==> config.mk <==
export PLATFORM = sky130hd
export DESIGN_NAME = pool2x2_stream
export DESIGN_NICKNAME = d
export VERILOG_FILES = /design/src/rtl/pool_pkg.sv /design/src/rtl/pool_line_buf.sv /design/src/rtl/pool2x2_stream.sv
export SDC_FILE = /design/constraint.sdc
export NUM_CORES = 1
export LEC_CHECK = 0
export CAP_MARGIN = 20
export CORE_UTILIZATION = 40
export CTS_CLUSTER_DIAMETER = 80
export DETAILED_ROUTE_END_ITERATION = 12
export PLACE_DENSITY_LB_ADDON = 0.15
export SYNTH_ARGS = -nofsm -noshare
export SYNTH_HDL_FRONTEND = slang
export SYNTH_SLANG_ARGS = --single-unit
export TNS_END_PERCENT = 1
==> constraint.sdc <==
create_clock -name clk -period 11.42 [get_ports clk]
set_input_delay 2.284 -clock clk [delete_from_list [all_inputs] [get_ports clk]]
set_output_delay 2.284 -clock clk [all_outputs]
set_load 0.02 [all_outputs]
==> src/rtl/pool_pkg.sv <==
// Shared constants and reduction helpers for the 2x2 pooling engine.
// Helpers work on a wide container; callers extend operands (sign or zero) first.
`default_nettype none
package pool_pkg;
  localparam logic POOL_MAX = 1'b0;
  localparam logic POOL_AVG = 1'b1;
  // Wide enough for DATA_W up to 32 plus the two growth bits of the 4-pixel sum.
  localparam int EXT_W = 34;

  typedef logic [EXT_W-1:0] ext_t;

  function automatic ext_t pool_max(input ext_t a, input ext_t b, input logic sgn);
    logic a_gt;
    a_gt = sgn ? ($signed(a) > $signed(b)) : (a > b);
    return a_gt ? a : b;
  endfunction

  function automatic ext_t pool_sum(input ext_t a, input ext_t b);
    return a + b;
  endfunction
endpackage
`default_nettype wire

==> src/rtl/pool_line_buf.sv <==
// Simple dual-port line buffer holding top-row partials between row pairs.
// One write port, one registered read port; read data holds until the next read.
`default_nettype none
module pool_line_buf
  import pool_pkg::*;
#(
  parameter int DEPTH  = 16,
  parameter int WIDTH  = 17,
  parameter int ADDR_W = 4
) (
  input  logic              clk,
  input  logic              we,
  input  logic [ADDR_W-1:0] waddr,
  input  logic [WIDTH-1:0]  wdata,
  input  logic              re,
  input  logic [ADDR_W-1:0] raddr,
  output logic [WIDTH-1:0]  rdata
);
  logic [WIDTH-1:0] mem [DEPTH];

  always_ff @(posedge clk) begin
    if (we) mem[waddr] <= wdata;
    if (re) rdata <= mem[raddr];
  end
endmodule
`default_nettype wire

==> src/rtl/pool2x2_stream.sv <==
// 2x2 / stride-2 max or average pooling over a raster-order pixel stream.
// Top-row pair partials are parked in a line buffer and merged on the odd row.
`default_nettype none
module pool2x2_stream
  import pool_pkg::*;
#(
  parameter int DATA_W = 16,
  parameter int IMG_W  = 32,
  parameter int IMG_H  = 32,
  parameter bit SIGNED = 1'b0
) (
  input  logic              clk,
  input  logic              rst_n,
  input  logic              mode,
  input  logic              clr,
  input  logic [DATA_W-1:0] data_in,
  input  logic              in_valid,
  output logic [DATA_W-1:0] data_out,
  output logic              out_valid,
  output logic              out_last
);
  localparam int CW      = (IMG_W > 1) ? $clog2(IMG_W) : 1;
  localparam int RW      = (IMG_H > 1) ? $clog2(IMG_H) : 1;
  localparam int DEPTH   = IMG_W / 2;
  localparam int AW      = (DEPTH > 1) ? $clog2(DEPTH) : 1;
  localparam int PW      = DATA_W + 1;
  localparam int COL_END = 2 * (IMG_W / 2) - 1;
  localparam int ROW_END = 2 * (IMG_H / 2) - 1;

  logic [CW-1:0]     col;
  logic [RW-1:0]     row;
  logic [DATA_W-1:0] held;
  logic              mode_q;
  logic [PW-1:0]     p_rd;
  logic              col_last, row_last, active, beat;
  logic              wr_en, rd_en, win, win_last;
  ext_t              pair, sum2, comb;

  function automatic ext_t ext_px(input logic [DATA_W-1:0] x);
    if (SIGNED) return {{(EXT_W-DATA_W){x[DATA_W-1]}}, x};
    else        return {{(EXT_W-DATA_W){1'b0}}, x};
  endfunction

  function automatic ext_t ext_pp(input logic [PW-1:0] x);
    if (SIGNED) return {{(EXT_W-PW){x[PW-1]}}, x};
    else        return {{(EXT_W-PW){1'b0}}, x};
  endfunction

  assign col_last = (col == CW'(IMG_W - 1));
  assign row_last = (row == RW'(IMG_H - 1));
  // An odd trailing column/row is still counted but never joins a window.
  assign active   = (col <= CW'(COL_END)) && (row <= RW'(ROW_END));
  assign beat     = in_valid && !clr;
  assign wr_en    = beat && active && !row[0] &&  col[0];
  assign rd_en    = beat && active &&  row[0] && !col[0];
  assign win      = beat && active &&  row[0] &&  col[0];
  assign win_last = (row == RW'(ROW_END)) && (col == CW'(COL_END));

  always_comb begin
    pair = (mode_q == POOL_AVG) ? pool_sum(ext_px(held), ext_px(data_in))
                                : pool_max(ext_px(held), ext_px(data_in), SIGNED);
    sum2 = pool_sum(ext_pp(p_rd), pair);
    comb = pool_max(ext_pp(p_rd), pair, SIGNED);
    if (mode_q == POOL_AVG) begin
      if (SIGNED) comb = ext_t'($signed(sum2) >>> 2);
      else        comb = sum2 >> 2;
    end
  end

  pool_line_buf #(
    .DEPTH (DEPTH),
    .WIDTH (PW),
    .ADDR_W(AW)
  ) u_line_buf (
    .clk  (clk),
    .we   (wr_en),
    .waddr(AW'(col >> 1)),
    .wdata(PW'(pair)),
    .re   (rd_en),
    .raddr(AW'(col >> 1)),
    .rdata(p_rd)
  );

  always_ff @(posedge clk or negedge rst_n) begin
    if (!rst_n) begin
      col       <= '0;
      row       <= '0;
      held      <= '0;
      mode_q    <= POOL_MAX;
      data_out  <= '0;
      out_valid <= 1'b0;
      out_last  <= 1'b0;
    end else begin
      out_valid <= win;
      out_last  <= win && win_last;
      if (win) data_out <= DATA_W'(comb);
      if (clr) begin
        col  <= '0;
        row  <= '0;
        held <= '0;
      end else if (in_valid) begin
        if (col == '0 && row == '0) mode_q <= mode;
        if (!col[0]) held <= data_in;
        if (col_last) begin
          col <= '0;
          row <= row_last ? '0 : row + 1'b1;
        end else begin
          col <= col + 1'b1;
        end
      end
    end
  end
endmodule
`default_nettype wire
==> impl_metrics.env, run 1 <==
export IMPL_antenna_cells=0
export IMPL_syn_avg_cell_area_sq_um=15.40
export IMPL_ir_drop_mv=0.1134
export IMPL_drt_wirelength_per_cell_um=23.45
export IMPL_rows=72
export IMPL_p_int_mw=2.202
export IMPL_critPathLaunchType="input port"
export IMPL_dr_pass1_iters=5
export IMPL_rsz0062_at_grt="false"
export IMPL_post_cts_buffers=0
export IMPL_final_period_utilization_pct=67.50
export IMPL_fin_crit_ns=7.708
export IMPL_tightest_slew_ns=1.048
export IMPL_sequentialPowerShare_pct=47.2
export IMPL_grt_max_degree=46
export IMPL_async_flop_share_pct=13.47
export IMPL_synth_edf_count=289
export IMPL_portBuffers=38
export IMPL_net_switching_power_uw=773.9
export IMPL_setup_viol=0
export IMPL_regToRegSetupSlack_ns=5.60
export IMPL_grt_antenna_before_repair=0
export IMPL_routed_wl_mm=38.53
export IMPL_drt_iter0_markers=923
export IMPL_clk_path_buf_depth=3
export IMPL_cts_root_buf="clkbuf_16"
export IMPL_finalWorstSetupSlack_ns=3.712
export IMPL_cts_tree="done"
export IMPL_insertion_delay_ns=0.56
export IMPL_start_util_pct=40.87
export IMPL_utilization_pct=46.77
export IMPL_status="finished, final reports clean"
export IMPL_worstSetupEndpointType="register"
export IMPL_ys_ff_latch=334
export IMPL_coreArea_sq_um=38920
export IMPL_ys_flop_type="edfxtp_1"
export IMPL_cts_buffers=39
export IMPL_die_area_sq_um=40560
export IMPL_ys_warn_count=0
export IMPL_hold_violations=0
export IMPL_p_sw_share_pct=26.00
export IMPL_post_place_ws_ns=3.019
export IMPL_postSynthCellCount=1033
export IMPL_whs_path_depth=1
export IMPL_fin_worst_skew_ns=0.01592
export IMPL_dpl_cell_count=1572
export IMPL_ys_types=81
export IMPL_grt_first_pass_wirelength_mm=58.96
export IMPL_syn2layout_area_growth_pct=14.44
export IMPL_final_nets=1193
export IMPL_dp_hpwl_mm=24.40
export IMPL_instances_no_fill=1643
export IMPL_path_clk_slew_ns=0.06
export IMPL_maxCapViolCount=0
export IMPL_overflow=0
export IMPL_fillCellCount=3393
export IMPL_clkSinkCount=334
export IMPL_post_route_drc_count=0
export IMPL_leakage_nw=6.295
export IMPL_crit_fanout=22
export IMPL_drive_above_1_share_pct=20.62
export IMPL_ios=39
export IMPL_cp_arrival_ns=8.12
export IMPL_finalSetupTns_ns=0
export IMPL_postRouteAntennaNets=0
export IMPL_max_freq_mhz=129.7
export IMPL_die_y_um=201.4
export IMPL_hp_class="reg2reg"
export IMPL_finalPower_mw=2.976
export IMPL_pwr_share_clk_pct=39.4
export IMPL_r2r_cells=14
export IMPL_hold_worst_slack_ns=0.5326
export IMPL_synth_yosys_seq_area_share_pct=61.64
export IMPL_routed_via_density=5.534
export IMPL_gp_congestion=0.8672
export IMPL_post_cts_resized=0
export IMPL_postCtsHoldBufs=0
export IMPL_htreeDepth=2
export IMPL_syn_nets=1130
export IMPL_max_slew_margin_pct=30.09
export IMPL_path_class="in2reg"
export IMPL_syn_cell_area_sq_um=15910
export IMPL_die_w_um=201.4
export IMPL_placed_cell_area_sq_um=17010
export IMPL_final_area_sq_um=18200
export IMPL_comb_power_share_pct=13.4
export IMPL_cellPowerDensity_nw_per_um2=163.5
export IMPL_grt_total_usage_pct=19.48
export IMPL_vias=9092
export IMPL_grt_pass1_vias=9298
export IMPL_maxSlewViolCount=0
export IMPL_cp_data_required_time_ns=11.83
## cell usage after synthesis (3+ instances only)
cell / count / area share, %
edfxtp_1: 289 / 55
mux4_2: 85 / 12
ha_1: 75 / 5.9
nand2_1: 64 / 1.5
a21oi_1: 56 / 1.8
nor2_1: 53 / 1.3
dfrtp_1: 45 / 7.1
inv_1: 45 / 1.1
nor3_1: 25 / 0.79
clkbuf_1: 20 / 0.47
mux2i_1: 20 / 1.3
o21ai_0: 20 / 0.63
buf_2: 14 / 0.44
nand3_1: 14 / 0.44
and3_1: 12 / 0.47
mux2_2: 11 / 0.78
xnor2_1: 11 / 0.61
nor2b_1: 9 / 0.35
buf_1: 8 / 0.19
a211o_1: 7 / 0.39
a211oi_1: 7 / 0.33
nand2b_1: 7 / 0.28
o211ai_1: 7 / 0.33
o21a_1: 7 / 0.33
nand4_1: 6 / 0.24
o31ai_1: 6 / 0.28
or3_1: 6 / 0.24
nor2_2: 5 / 0.20
a21oi_2: 4 / 0.22
a221oi_2: 4 / 0.38
nor4b_1: 4 / 0.22
o22ai_1: 4 / 0.16
xor2_1: 4 / 0.22
a21o_1: 3 / 0.14
a221o_1: 3 / 0.19
a221oi_1: 3 / 0.17
a22oi_1: 3 / 0.14
a31oi_1: 3 / 0.12
and3b_1: 3 / 0.17
nand3b_1: 3 / 0.14
nor4_1: 3 / 0.12
o21ai_1: 3 / 0.094
o21bai_1: 3 / 0.14
o311ai_0: 3 / 0.17
## layout by cell type, fill, tap and decap left out, types with 4 or more instances in the layout
master	netlist	final
mux2_2	11	11
a21oi_2	4	4
xor2_1	4	4
clkdlybuf4s50_1	0	37
inv_1	45	45
nor2_1	53	40
buf_4	2	30
mux2i_1	20	20
nor2_4	1	5
clkinv_2	0	4
nor2b_1	9	9
o21a_1	7	7
o31ai_1	6	6
dfrtp_1	45	42
nand2b_1	7	7
a21oi_1	56	56
xnor2_1	11	11
o22ai_1	4	4
o211ai_1	7	7
nor3_2	2	6
clkbuf_1	20	11
a211oi_1	7	7
a211o_1	7	7
ha_1	75	75
a221oi_2	4	4
edfxtp_1	289	289
nor3_1	25	21
and3_1	12	12
clkinv_1	0	8
mux4_2	85	85
o21ai_0	20	20
nand4_1	6	6
or3_1	6	6
nand3_1	14	14
clkbuf_16	0	39
nor4b_1	4	4
nor2_2	5	14
nand2_1	64	64
## state kept, by name, summed over array words and instances (netlist names)
register	flops
row	5
held	16
out_last	1
u_line_buf.mem	272
data_out	16
out_valid	1
col	5
mode_q	1
u_line_buf.rdata	17
## worst max-delay path, cell delays in order
cell and delay, ns:
clkdlybuf4s50_1 0.52, inv_1 0.08, ha_1 0.45, nand4_1 0.25, a2111oi_0 0.40, o31a_2 0.72
mux2i_1 0.29, nand2_1 0.15, o31a_1 0.63, ha_1 0.41, or4b_1 0.56, nor3_2 0.20
and3_1 0.42, nor2_2 0.10, nor2_2 0.47, a22oi_1 0.17
## power groups by stage
stage	Clock, mW	Sequential [mW]	Combinational, mW
floorplan	0	1.42	0.274
global placement	0	1.43	0.391
detailed placement	0	1.43	0.398
CTS	1.20	1.41	0.399
global route	1.25	1.41	0.439
finish	1.17	1.41	0.397
## cell families (layout without fill, tap and decap cells)
kind of cell,count (synthesis),after routing,synth area share [%]
fa+ha+maj,76,76,6.026
compound gates,165,165,7.214
buf+inv,91,183,2.423
simple gates,234,234,7.560
mux,118,118,14.31
flops,334,334,61.64
xor+xnor,15,15,0.8260
## final cells by class
cell class | instances | area, sq um | share of cell area (%)
repair buffers | 68 | 600.6 | 3.299
flip-flops and latches | 334 | 9813 | 53.91
inverters | 45 | 168.9 | 0.9280
clock inverters | 20 | 166.4 | 0.9142
multi-input cells | 608 | 5788 | 31.80
clock buffers | 50 | 1017 | 5.588
well taps | 518 | 648.1 | 3.561
## per-layer routing
layer  GRT usage, %  routed length, um  vias up
met5              0                  0        -
met4          5.601                799        0
met3          2.802               1846       54
met2          31.71              18600      211
met1          27.23              17290     4636
li1               -                  -     4191
## worst paths after layout
path / from / to
worst max-delay path: data_in[11] / data_out[11]
min in group asynchronous: rst_n / row[2]
worst min register to register: data_out[14] / data_out[14]
worst min-delay path: data_out[14] / data_out[14]
worst max register to register: held[11] / data_out[11]
max in group asynchronous: rst_n / col[2]
(Power assumes the default switching activity.)
==> run 2, diff against run 1 <==
Clock period 11.42 ns to 7.51 ns, I/O delays scaled along.
==> impl_metrics.env, run 2 (synthesis gave the netlist of run 1 again) <==
export IMPL_grt_max_degree=51
export IMPL_maxCapViolCount=0
export IMPL_maxSlewViolCount=0
export IMPL_grt_pass1_vias=9424
export IMPL_finalSetupTns_ns=0
export IMPL_cts_root_buf="clkbuf_16"
export IMPL_met3_length_mm=1.504
export IMPL_hold_worst_slack_ns=0.5259
export IMPL_setup_viol=0
export IMPL_wl_met2_mm=18.92
export IMPL_rows=72
export IMPL_gp_congestion=0.8650
export IMPL_largest_reg_flops=272
export IMPL_clkSinkCount=334
export IMPL_routed_via_density=5.578
export IMPL_dr_max_layer_used="met4"
export IMPL_die_area_sq_um=40560
export IMPL_critPathLaunchType="input port"
export IMPL_fin_worst_skew_ns=0.02600
export IMPL_rsz0062_at_grt="false"
export IMPL_status="finished, final reports clean"
export IMPL_cp_arrival_ns=6.93
export IMPL_grt_antenna_before_repair=0
export IMPL_critical_path_top_delay_family="simple AND/OR/NAND/NOR gates"
export IMPL_start_util_pct=40.87
export IMPL_cts_buffers=38
export IMPL_tightest_slew_ns=0.8718
export IMPL_crit_path_max_incr_delay_ns=0.60
export IMPL_insertion_delay_ns=0.54
export IMPL_postRouteAntennaNets=0
export IMPL_cts_tree="done"
export IMPL_routed_wl_mm=38.92
export IMPL_dp_hpwl_mm=25.04
export IMPL_grt_total_usage_pct=19.49
export IMPL_antenna_cells=0
export IMPL_post_cts_buffers=0
export IMPL_max_slew_margin_pct=41.74
export IMPL_crit_buf_inv=2
export IMPL_final_nets=1200
export IMPL_drt_wirelength_per_cell_um=23.62
export IMPL_ir_drop_mv=0.1361
export IMPL_leakage_nw=6.336
export IMPL_vias=9192
export IMPL_final_cell_mix="edfxtp_1 (289), mux4_2 (85), ha_1 (75)"
export IMPL_top_regs="u_line_buf.mem: 272 flops, u_line_buf.rdata: 17 flops"
export IMPL_slowest_stage="o31a_2"
export IMPL_coreArea_sq_um=38920
export IMPL_worstSetupEndpointType="register"
export IMPL_ios=39
export IMPL_fin_crit_ns=6.521
export IMPL_hold_violations=0
export IMPL_max_freq_mhz=153.3
export IMPL_drt_iter0_markers=734
export IMPL_path_class="in2reg"
export IMPL_post_cts_resized=0
export IMPL_dr_pass1_iters=4
export IMPL_path_clk_slew_ns=0.06
export IMPL_postCtsHoldBufs=0
export IMPL_htreeDepth=2
export IMPL_cp_common_cell="ha_1"
export IMPL_cellPowerDensity_nw_per_um2=248.0
export IMPL_syn2layout_area_growth_pct=14.91
export IMPL_regMostFlops="u_line_buf.mem"
export IMPL_clk_path_buf_depth=3
export IMPL_hp_class="reg2reg"
export IMPL_grt_first_pass_wirelength_mm=59.04
export IMPL_die_w_um=201.4
export IMPL_cp_data_required_time_ns=7.92
export IMPL_die_y_um=201.4
export IMPL_post_route_drc_count=0
export IMPL_crit_chain="clkdlybuf4s50_1 -> inv_1 -> ha_1 -> nand4_1 -> a2111oi_0 -> o31a_2 -> mux2i_1 -> nand2_1 -> and3_1 -> ha_1 -> or4b_4 -> a211oi_1 -> or4_4 -> nand3_1 -> o211ai_1 -> a21oi_1"
export IMPL_drt_met1_wl_mm=17.76
export IMPL_regToRegSetupSlack_ns=2.13
export IMPL_crit_fanout=19
export IMPL_final_period_utilization_pct=86.84
export IMPL_portBuffers=38
export IMPL_layout_commonest_cell="edfxtp_1"
export IMPL_overflow=0
export IMPL_drive_above_1_share_pct=21.77
==> run 2: cell count changes in the layout (fill, tap and decap cells not counted), sizes merged <==
cell / before / now
clkbuf: 50 / 44
inv: 50 / 48
clkinvlp: 0 / 3
bufinv: 1 / 3
buf: 31 / 39
==> run 2: stage by stage <==
stage	power (mW)	utilization (%)	setup slack [ns]	instance area, sq um	cells
2_1_floorplan	2.583	-	1.773	15910	1033
3_3_place_gp	2.782	43.85	0.3535	17070	1579
3_5_place_dp	2.790	43.87	0.4233	17070	1580
4_1_cts	4.577	46.92	0.9739	18260	1647
5_1_grt	4.701	46.96	0.6345	18280	1648
6_report	4.532	46.96	0.9886	18280	1648
==> run 2: layout make-up <==
class / instances / area [sq um]
clock buffer: 44 / 973.4
inverter: 45 / 168.9
multi-input combinational: 608 / 5791
clock inverter: 23 / 214.0
fill: 3428 / 20640
timing repair buffer: 76 / 668.1
tap: 518 / 648.1
sequential: 334 / 9813
==> run 2: worst min-delay path: stages (launching register included) <==
cell	delay, ns
dfrtp_1	0.37
nand2_1	0.07
o41ai_2	0.05
==> run 2: path summary, 6_finish.rpt <==
check,from,to,cells after the start
max in group asynchronous,rst_n,col[2],2
min in group asynchronous,rst_n,out_last,2
setup reg to reg,held[10],data_out[1],14
hold / removal,data_out[15],data_out[15],2
hold reg to reg,data_out[15],data_out[15],2
setup / recovery,data_in[10],data_out[1],16
==> run 2: per-layer routing <==
layer  track usage, %  vias to the layer above
met2            31.97                      194
met3            2.915                       51
li1                 -                     4201
met4            4.951                        0
met1            27.20                     4746
met5                0                        -
==> run 2: power breakdown <==
part | internal [mW] | switching [mW] | total, mW
clock | 1.04 | 0.744 | 1.78
sequential | 2.12 | 0.0181 | 2.14
combinational | 0.229 | 0.384 | 0.613
==> run 3, diff against run 2 <==
Settings changed: CORE_UTILIZATION 40 to 62, GPL_TIMING_DRIVEN set to 0.
==> impl_metrics.env, run 3 (synthesis gave the netlist of run 1 again) <==
export IMPL_pwr_share_clk_pct=39.7
export IMPL_regToRegSetupSlack_ns=1.94
export IMPL_regMostFlops="u_line_buf.mem"
export IMPL_fillCellCount=1495
export IMPL_worstSetupEndpointType="register"
export IMPL_final_nets=1233
export IMPL_p_sw_share_pct=25.61
export IMPL_r2r_end="data_out[11]"
export IMPL_setup_viol=0
export IMPL_hold_violations=0
export IMPL_r2r_cells=17
export IMPL_cp_data_required_time_ns=7.88
export IMPL_start_util_pct=63.16
export IMPL_met1_usage_pct=39.40
export IMPL_finalPower_mw=4.580
export IMPL_whs_endpoint="data_out[15]"
export IMPL_fin_worst_skew_ns=0.02518
export IMPL_die_y_um=162.2
export IMPL_htreeDepth=2
export IMPL_largest_reg_flops=272
export IMPL_p_int_mw=3.407
export IMPL_r2r_start="held[10]"
export IMPL_clk_path_buf_depth=3
export IMPL_coreArea_sq_um=25180
export IMPL_portBuffers=37
export IMPL_crit_path_max_incr_delay_ns=0.65
export IMPL_sequentialPowerShare_pct=46.5
export IMPL_postCtsHoldBufs=0
export IMPL_routed_via_density=6.480
export IMPL_syn2layout_area_growth_pct=14.92
export IMPL_vias=9675
export IMPL_drt_iter0_markers=937
export IMPL_slowest_stage="and3_1"
export IMPL_grt_total_usage_pct=30.47
export IMPL_min_delay_start="data_out[15]"
export IMPL_overflow=0
export IMPL_cellPowerDensity_nw_per_um2=250.5
export IMPL_post_place_ws_ns=0.3447
export IMPL_cts_buffers=37
export IMPL_antenna_cells=0
export IMPL_max_freq_mhz=148.7
export IMPL_layout_commonest_cell="edfxtp_1"
export IMPL_path_clk_slew_ns=0.06
export IMPL_die_w_um=162.2
export IMPL_cp_arrival_ns=7.10
export IMPL_hp_class="reg2reg"
export IMPL_gp_congestion=0.9265
export IMPL_crit_fanout=18
export IMPL_rsz0062_at_grt="false"
export IMPL_ir_drop_mv=0.2047
export IMPL_die_area_sq_um=26300
export IMPL_dr_pass1_iters=8
export IMPL_fin_crit_ns=6.727
export IMPL_tightest_slew_ns=0.9547
export IMPL_finalWorstSetupSlack_ns=0.7828
export IMPL_postRouteAntennaNets=0
export IMPL_met3_usage_pct=5.286
export IMPL_insertion_delay_ns=0.54
export IMPL_net_switching_power_mw=1.173
export IMPL_critPathLaunchType="input port"
export IMPL_whs_path_depth=2
export IMPL_rows=58
export IMPL_grt_antenna_before_repair=0
export IMPL_finalSetupTns_ns=0
export IMPL_cts_root_buf="clkbuf_16"
export IMPL_top_regs="u_line_buf.mem: 272 flops, u_line_buf.rdata: 17 flops"
export IMPL_dp_hpwl_mm=26.40
export IMPL_routed_wl_mm=38.43
export IMPL_post_cts_resized=0
export IMPL_instances_no_fill=1493
export IMPL_post_route_drc_count=0
export IMPL_leakage_nw=6.439
export IMPL_final_period_utilization_pct=89.58
export IMPL_path_class="in2reg"
export IMPL_drive_above_1_share_pct=21.24
export IMPL_maxSlewViolCount=0
export IMPL_drt_wirelength_per_cell_um=25.74
export IMPL_comb_power_share_pct=13.8
export IMPL_dpl_cell_count=1427
export IMPL_ios=39
export IMPL_grt_busiest_layer="met2"
export IMPL_cts_tree="done"
export IMPL_grt_first_pass_wirelength_mm=58.93
export IMPL_clkSinkCount=334
export IMPL_status="finished, final reports clean"
export IMPL_grt_max_degree=37
export IMPL_crit_chain="clkdlybuf4s50_1 -> inv_1 -> ha_1 -> nand2b_1 -> a21oi_1 -> o21ai_1 -> a221oi_1 -> o311ai_0 -> nand4_1 -> and3_1 -> ha_1 -> or4b_4 -> nor3_2 -> and3_1 -> buf_2 -> nor2_2 -> nor2_2 -> a22oi_1"
export IMPL_post_cts_buffers=0
export IMPL_final_cell_mix="edfxtp_1 (289), mux4_2 (85), ha_1 (75)"
export IMPL_max_slew_margin_pct=35.09
export IMPL_use_met2_pct=52.69
export IMPL_maxCapViolCount=0
export IMPL_grt_pass1_vias=9834
==> run 3: power by group through the flow <==
| stage | Combinational (mW) | Clock, mW | Sequential (mW) |
|---|---|---|---|
| floorplan | 0.417 | 0 | 2.17 |
| global placement | 0.581 | 0 | 2.17 |
| detailed placement | 0.616 | 0 | 2.17 |
| CTS | 0.627 | 1.83 | 2.13 |
| global route | 0.689 | 1.90 | 2.13 |
| finish | 0.633 | 1.82 | 2.13 |
==> run 3: per-stage QoR <==
step           hold slack, ns  util, %  area (sq um)
4_1_cts                0.5231    72.57         18280
5_1_grt                0.5456    72.59         18280
3_5_place_dp           0.5033    67.71         17050
3_3_place_gp           0.5011    66.27         16690
2_1_floorplan          0.5334        -         15910
6_report               0.5140    72.59         18280
==> run 3: worst max path at each step <==
stage / from / depth (start not counted) / to
2_1_floorplan: data_in[5] / 19 / data_out[11]
3_3_place_gp: data_in[7] / 18 / data_out[8]
3_5_place_dp: data_in[2] / 18 / data_out[2]
4_1_cts: data_in[2] / 18 / data_out[2]
5_1_grt: data_in[10] / 19 / data_out[11]
6_report: data_in[2] / 18 / data_out[11]
==> run 3: area by class of cell <==
cell class | instances | area, sq um | share of cell area, %
buffer | 46 | 216.5 | 1.184
tap | 330 | 412.9 | 2.259
sequential | 334 | 9804 | 53.64
clock buffer | 45 | 955.9 | 5.230
multi-input combinational | 608 | 5769 | 31.56
timing repair buffer | 64 | 681.9 | 3.731
inverter | 45 | 168.9 | 0.9241
clock inverter | 21 | 269.0 | 1.472
==> run 3: worst max-delay path: cells and delay by family <==
kind	cells	cell delay (ns)
compound gates	5	1.42
fa+ha+maj	2	0.74
buf+inv	3	0.79
simple gates	8	2.64
==> run 3: layer usage <==
layer	routed length (um)	part of all wire, %	up-vias
met5	0	0	-
met4	1091	2.8	0
met3	2708	7.0	91
met2	19570	51	452
met1	15060	39	4868
li1	-	-	4264
